==> src/rtl/mm_uart_loader.sv <==
// Boot loader: pulls a length-prefixed, checksummed word image from a memory-mapped
// UART into memory, then reports ACK/NAK back over the UART.
module mm_uart_loader #(
   parameter int                    DATA_WIDTH    = 32,
   parameter logic [DATA_WIDTH-1:0] RX_ADDR       = 32'h9000_0010,
   parameter logic [DATA_WIDTH-1:0] RX_READY_ADDR = 32'h9000_0014,
   parameter logic [DATA_WIDTH-1:0] TX_ADDR       = 32'h9000_0020,
   parameter logic [DATA_WIDTH-1:0] TX_READY_ADDR = 32'h9000_0024,
   parameter logic [DATA_WIDTH-1:0] MEM_BASE      = 32'h0000_0000,
   parameter int                    MAX_WORDS     = 1024
) (
   input  logic                  clock,
   input  logic                  reset,
   input  logic                  start,
   output logic [DATA_WIDTH-1:0] uart_addr,
   output logic                  uart_we,
   output logic [DATA_WIDTH-1:0] uart_wdata,
   input  logic [DATA_WIDTH-1:0] uart_rdata,
   output logic                  mem_we,
   output logic [DATA_WIDTH-1:0] mem_addr,
   output logic [DATA_WIDTH-1:0] mem_wdata,
   output logic                  busy,
   output logic                  done,
   output logic                  error
);
   // state     | meaning
   // IDLE      | waiting for start
   // POLL_RX   | polling RX status for an available byte
   // READ_RX   | one-cycle pop of the RX data register
   // WRITE_MEM | one-cycle memory write of the assembled word
   // POLL_TX   | polling TX status for FIFO space
   // SEND      | one-cycle write of the ACK/NAK status byte
   // DONE      | load succeeded, set done
   // ERROR     | load failed, set error
   typedef enum logic [2:0] {
      IDLE, POLL_RX, READ_RX, WRITE_MEM, POLL_TX, SEND, DONE, ERROR
   } state_t;

   typedef enum logic [1:0] {PH_LEN, PH_DATA, PH_CSUM} phase_t;

   localparam logic [7:0] ACK = 8'h06;
   localparam logic [7:0] NAK = 8'h15;

   state_t      state, state_d;
   phase_t      phase;
   logic [1:0]  byte_idx;
   logic [31:0] word_buf;
   logic [31:0] len;
   logic [31:0] word_idx;
   logic [7:0]  cksum;
   logic [7:0]  status;
   logic        done_q, error_q;

   logic [7:0]  rx_byte;
   logic [31:0] full_word;
   logic        len_bad;
   logic        unused_rdata;

   assign rx_byte      = uart_rdata[7:0];
   assign full_word    = {rx_byte, word_buf[23:0]};
   assign len_bad      = (full_word == 32'd0) || (full_word > 32'(MAX_WORDS));
   assign unused_rdata = ^uart_rdata[DATA_WIDTH-1:8];

   always_ff @(posedge clock) begin
      if (reset) state <= IDLE;
      else       state <= state_d;
   end

   always_comb begin
      state_d = state;
      case (state)
         IDLE:      if (start) state_d = POLL_RX;
         POLL_RX:   if (uart_rdata[0]) state_d = READ_RX;
         READ_RX: begin
            case (phase)
               PH_LEN:  state_d = (byte_idx == 2'd3 && len_bad) ? POLL_TX : POLL_RX;
               PH_DATA: state_d = (byte_idx == 2'd3) ? WRITE_MEM : POLL_RX;
               default: state_d = POLL_TX;
            endcase
         end
         WRITE_MEM: state_d = POLL_RX;
         POLL_TX:   if (uart_rdata[0]) state_d = SEND;
         SEND:      state_d = (status == ACK) ? DONE : ERROR;
         DONE:      state_d = IDLE;
         ERROR:     state_d = IDLE;
         default:   state_d = IDLE;
      endcase
   end

   always_ff @(posedge clock) begin
      if (reset) begin
         phase    <= PH_LEN;
         byte_idx <= 2'd0;
         word_buf <= 32'd0;
         len      <= 32'd0;
         word_idx <= 32'd0;
         cksum    <= 8'd0;
         status   <= 8'd0;
         done_q   <= 1'b0;
         error_q  <= 1'b0;
      end else begin
         case (state)
            IDLE: begin
               if (start) begin
                  done_q   <= 1'b0;
                  error_q  <= 1'b0;
                  byte_idx <= 2'd0;
                  word_idx <= 32'd0;
                  cksum    <= 8'd0;
                  phase    <= PH_LEN;
               end
            end
            READ_RX: begin
               word_buf[{byte_idx, 3'b000} +: 8] <= rx_byte;
               byte_idx <= byte_idx + 2'd1;
               case (phase)
                  PH_LEN: begin
                     if (byte_idx == 2'd3) begin
                        len <= full_word;
                        if (len_bad) status <= NAK;
                        else         phase  <= PH_DATA;
                     end
                  end
                  PH_DATA: cksum  <= cksum + rx_byte;
                  default: status <= (rx_byte == cksum) ? ACK : NAK;
               endcase
            end
            WRITE_MEM: begin
               word_idx <= word_idx + 32'd1;
               if (word_idx + 32'd1 == len) phase <= PH_CSUM;
            end
            DONE:    done_q  <= 1'b1;
            ERROR:   error_q <= 1'b1;
            default: ;
         endcase
      end
   end

   // Outputs are forced low while reset is high so a mid-transfer reset never
   // leaks a partial strobe.
   always_comb begin
      uart_addr  = '0;
      uart_we    = 1'b0;
      uart_wdata = '0;
      mem_we     = 1'b0;
      mem_addr   = '0;
      mem_wdata  = '0;
      busy       = (state != IDLE);
      done       = done_q;
      error      = error_q;
      case (state)
         POLL_RX: uart_addr = RX_READY_ADDR;
         READ_RX: uart_addr = RX_ADDR;
         POLL_TX: uart_addr = TX_READY_ADDR;
         SEND: begin
            uart_addr  = TX_ADDR;
            uart_we    = 1'b1;
            uart_wdata = DATA_WIDTH'(status);
         end
         WRITE_MEM: begin
            mem_we    = 1'b1;
            mem_addr  = MEM_BASE + DATA_WIDTH'({word_idx[29:0], 2'b00});
            mem_wdata = DATA_WIDTH'(word_buf);
         end
         default: ;
      endcase
      if (reset) begin
         uart_addr  = '0;
         uart_we    = 1'b0;
         uart_wdata = '0;
         mem_we     = 1'b0;
         mem_addr   = '0;
         mem_wdata  = '0;
         busy       = 1'b0;
         done       = 1'b0;
         error      = 1'b0;
      end
   end
endmodule
==> config.mk <==
export PLATFORM = sky130hd
export DESIGN_NAME = mm_uart_loader
export DESIGN_NICKNAME = d
export VERILOG_FILES = /design/src/rtl/mm_uart_loader.sv
export SDC_FILE = /design/constraint.sdc
export NUM_CORES = 1
export LEC_CHECK = 0
export ABC_AREA = 0
export BUFFER_PORTS_ARGS = -buffer_cell sky130_fd_sc_hd__buf_2
export CAP_MARGIN = 20
export CORE_MARGIN = 2
export CORE_UTILIZATION = 55
export DETAILED_ROUTE_END_ITERATION = 8
export PLACE_DENSITY = 0.81
export REMOVE_ABC_BUFFERS = 1
export SLEW_MARGIN = 20
export SYNTH_ARGS = -nofsm -noshare
export SYNTH_HDL_FRONTEND = slang
export SYNTH_SLANG_ARGS = --single-unit
==> constraint.sdc <==
create_clock -name clock -period 4.65 [get_ports clock]
set_clock_uncertainty 0.2 [all_clocks]
set_input_delay 0.2325 -clock clock [delete_from_list [all_inputs] [get_ports clock]]
set_output_delay 0.2325 -clock clock [all_outputs]
set_load 0.02 [all_outputs]
---- After elaboration in Yosys (flattened, before gate mapping) ----
Index checks and enable logic that the tools add are counted.
word-level totals
  logic and storage cells ................. 104
  output and inout port bits .............. 133
  input bits .............................. 35
  register bits ........................... 121
operators by class
  add/sub/neg operators ................... 4
  bitwise logic cells ..................... 1
  shifts and indexed selects .............. 2
  eq/ne operators ......................... 22
  multiplexer cells ....................... 43
  reduce and logical (&&, ||, !) cells .... 21
  order comparisons ....................... 1
operators by type and width
  kind                                                                    count
  32-bit 2-to-1 mux                                                       7
  32-bit case mux with 4 select lines                                     1
  32-bit case mux with 2 select lines                                     1
  8-bit 2-to-1 mux                                                        5
  32-bit by 1-bit adder with 32-bit output, second input constant         1
  32-bit bitwise mux                                                      1
  32-bit equality test                                                    1
  32-bit by 11-bit > comparator with 1-bit output, second input constant  1
  32-bit logical NOT                                                      1
  8-bit case mux with 2 select lines                                      2
  8-bit by 7-bit variable shift with 32-bit output, first input constant  1
  8-bit by 7-bit indexed part select with 32-bit output                   1
  3-bit case mux with 7 select lines                                      1
  2-bit != test, second input constant                                    8
  3-bit equality test, second input constant                              4
  2-bit 2-to-1 mux                                                        6
  3-bit 2-to-1 mux                                                        4
  1-bit 2-to-1 mux                                                        9
  3-bit AND reduction                                                     3
  8-bit adder                                                             1
  8-bit by 3-bit equality test with 1-bit output, second input constant   1
  8-bit equality test                                                     1
  2-bit AND reduction                                                     4
  2-bit nonzero test                                                      4
  21 further kinds                                                        25

---- Logic depth before layout (Yosys ltp) ----
  word-level depth ........................ 6
  depth in mapped cells ................... 10
  mapped depth without buffers ............ 10

---- Worst setup path after synthesis ----
OpenSTA, ideal clock, no wires.
  kind .................................... reg2reg
  start point ............................. register word_idx[1]
  end point ............................... register phase[0]
  setup time .............................. 0.101 ns
  setup slack ............................. 1.404 ns
  stages on the path, launching flop included .. 11
  arrival time ............................ 2.945 ns
  period minus slack after synthesis ...... 3.246 ns
  path buffers ............................ 1
  data required time ...................... 4.349 ns
  path through ............................ dfxtp_1 ha_1 nand3_1 or3_1 buf_6 or4_1 mux2i_1 or4b_4 nor4_4 o211ai_1 o41ai_1
between the ends
  cells in the longest elaborated chain, start to end .. 4
ends and longest elaborated chain
  item                                      RTL line  RTL
  start, declared                           49        logic [31:0] word_idx;
  start signal, assigned                    129       word_idx <= word_idx + 32'd1;
  32-bit by 1-bit adder with 32-bit output  130       if (word_idx + 32'd1 == len) phase <= PH_CSUM;
  32-bit equality test                      130
  2-bit != test (no line)                   -
  6-bit AND reduction (no line)             -
  end signal, assigned                      110       phase <= PH_LEN;
  end signal, assigned                      121       else phase <= PH_DATA;
  end signal, assigned                      130
  end, declared                             45        phase_t phase;
Every way passes these cells.
A chain may end at the register's enable or synchronous reset.

---- Final worst setup path ----
  start point ............................. register word_idx[0]
  end point ............................... register phase[0]
Same word-level chain as after synthesis.

==> results.cfg <==
[timing]
drv_slew = 0
period_needed_ns = 3.825
timing.final.ws_setup_ns = 0.8252
setup_viol = 0
holdWs_ns = 0.08562
finalHoldViolCount = 0
worst_pin_slew_ns = 0.9886
grt_setup_unrepaired = false
fmax_mhz = 261.5
slew_headroom_pct = 33.95
setup_tns_ns = 0
period_share_pct = 82.25

[outcome]
status = complete, no violations

[power]
power_density_nw_per_um2 = 322.5
finalPower_mw = 2.630
leakagePower_nw = 3.394
vdd_drop_max_mv = 0.2411

[floorplan]
core_um2 = 13090
dieArea_um2 = 14210
fp.dieW_um = 119.2
boundaryPins = 168
num_rows = 42
start_util_pct = 55.80
die_h_um = 119.2

[cts]
clock_path_buffers = 2
cts_tree = built
clock_latency_ns = 0.42
cts_made_buffers = 17
cts-root-buf = clkbuf_16
htree_levels = 4
cts.sinks = 116
ctsResizeCount = 0
path_clk_slew_ns = 0.06

[placed_design]
dp_hpwl_mm = 12.90
dp_worst_setup_slack_ns = 0.8698
gp_congestion = 0.9424
dp_cells = 1179
io_buffers = 86
place_area_um2 = 7462

[worst_setup_path]
crit_path_max_incr_delay_ns = 0.66
cp_top_family = simple AND/OR/NAND/NOR gates
worst-r2r-setup-slack_ns = 0.83
r2r-end = phase[0]
cp_slowest_cell = or4_1
reg2regPathDepth = 9
path_buf_inv = 0
worst_ep_required_time_ns = 4.77
arrival_ns = 3.95
crit_type = flip-flop to flip-flop
worstPathMaxFanout = 10
cp-start-kind = flip-flop
rr_startpoint = word_idx[0]
end_kind = flip-flop
path_cells = ha_1, nand3_1, or3_1, or4_1, mux2i_1, or4b_4, nor4_4, o211ai_1, o41ai_1

[grt]
grt_max_degree = 66
grt-ovfl-total = 0
grt_pass1_wl_mm = 31.70
grt_pass1_vias = 6420
track_usage_pct = 27.47
antenna_found_initial = 0

[logic_synthesis]
ys_ff_latch = 116
synth_fa_ha_area_share_pct = 2.673
synth_cell_types = 60
synth-simple-area-share_pct = 31.34
synth-edff-count = 0
yosysSeqAreaShare_pct = 31.80
syn-instance-count = 990
synth_compound_area_share_pct = 15.87
synthXorXnorAreaFrac_pct = 6.357
async_reset_ff_share_pct = 0
syn_area_per_cell_um2 = 7.376
synth_top_family_by_area = simple AND/OR/NAND/NOR gates
ys.warnings.count = 0
synth-main-ff-cell = dfxtp_1
syn_area_um2 = 7302
muxShareOfSynthArea_pct = 0.4284

[min_path]
holdCritPathClass = primary input to flip-flop
hold_start = start
min_to = byte_idx[1]
hold_path_depth = 4

[route]
routed_wl_mm = 19.63
drt_iter0_markers = 860
vias = 7094
first_pass_iters = 6
wl_per_cell_um = 16.10
detail_route.drc_violations = 0
antenna_left = 0
viasPerCell = 5.820

[finish]
instances_no_fill = 1219
final_common_cell = nand2_1
final_area_um2 = 8155
area_delta_synth_final_pct = 11.69
final_nets = 1080
mostFrequentLayoutCells = nand2_1, a21oi_1, dfxtp_1, buf_2, and3_1
n_antenna_cell = 0
final_util_pct = 62.33
multi_input_area_um2 = 4359
n_fill_cell = 1142
ff_latch_area_um2 = 2322
drive_gt1_share_pct = 13.42

[job]
cap_viol_max_count = 0
## Yosys cell counts, types with 4 or more instances
master    number  area, um^2
nor4_1        21       131.4
o211ai_1       5       37.54
nand2_1      145       544.3
and3_1        71       444.2
nand2b_1       4       25.02
nor3_1        24       120.1
and4_1         4       35.03
nand4_1       11       68.82
and2_1         5       31.28
clkbuf_1      61       229.0
nor3b_1        4       30.03
inv_1         16       60.06
a21oi_1      116       580.6
nor2_1        63       236.5
dfxtp_1      116        2322
a31oi_1       14       87.58
buf_2         10       50.05
o21ai_0       28       140.1
xnor2_1       36       315.3
a311oi_1       6       52.55
or4_1          8       60.06
xor2_1        17       148.9
a211oi_1       7       52.55
ha_1          14       175.2
buf_4         64       480.5
or3_1          9       56.30
nand3b_1       4       30.03
nand3_1       52       260.3
nor2b_1        6       37.54
## cells by family after synthesis
kind of cell | after synthesis
buf+inv | 154
compound gates | 201
xor+xnor | 53
other cells | 1
mux | 3
flops | 116
simple gates | 447
fa+ha+maj | 15
## worst register-to-register path, cell delays in order, from the launching register on
cell	delay (ns)
dfxtp_1	0.50
ha_1	0.30
nand3_1	0.28
or3_1	0.58
or4_1	0.66
mux2i_1	0.15
or4b_4	0.56
nor4_4	0.26
o211ai_1	0.14
o41ai_1	0.10
## worst max-delay path by stage
| stage | depth (start not counted) | to | startpoint |
|---|---|---|---|
| 6_report | 9 | phase[0] | word_idx[0] |
| 5_1_grt | 9 | phase[1] | word_idx[0] |
| 4_1_cts | 9 | phase[0] | word_idx[0] |
| 3_5_place_dp | 9 | phase[0] | word_idx[0] |
| 3_3_place_gp | 9 | phase[0] | word_idx[0] |
| 2_1_floorplan | 5 | len[0] | state[0] |
## registers in the layout (all words and copies together), names as in the netlist
name and cells:
phase 2, word_buf 32, byte_idx 2, error_q 1
state 3, word_idx 32, done_q 1, status 3
cksum 8, len 32
## cell type report
type,count,area share (%)
flip-flops and latches,116,28.48
clock buffers,23,5.983
repair buffers,103,7.119
multi-input cells,776,53.45
clock inverters,9,1.534
inverters,16,0.7364
well taps,176,2.700
## what timing repair did
item	CTS	global route
hold endpoints to repair	36	0
buffers inserted	0	0
hold buffers	8	0
## power by group
part	internal, mW	leakage, nW	switching [mW]
clock	0.895	0.299	0.460
combinational	0.0617	2.16	0.195
sequential	1.00	0.934	0.0152
## routing by layer
metal / track usage, % / routed length, um
met5: 0 / 0
met4: 10.94 / 531
met3: 5.843 / 1578
met2: 45.33 / 9367
met1: 34.99 / 8154
Power figures use the tool's default switching activity.
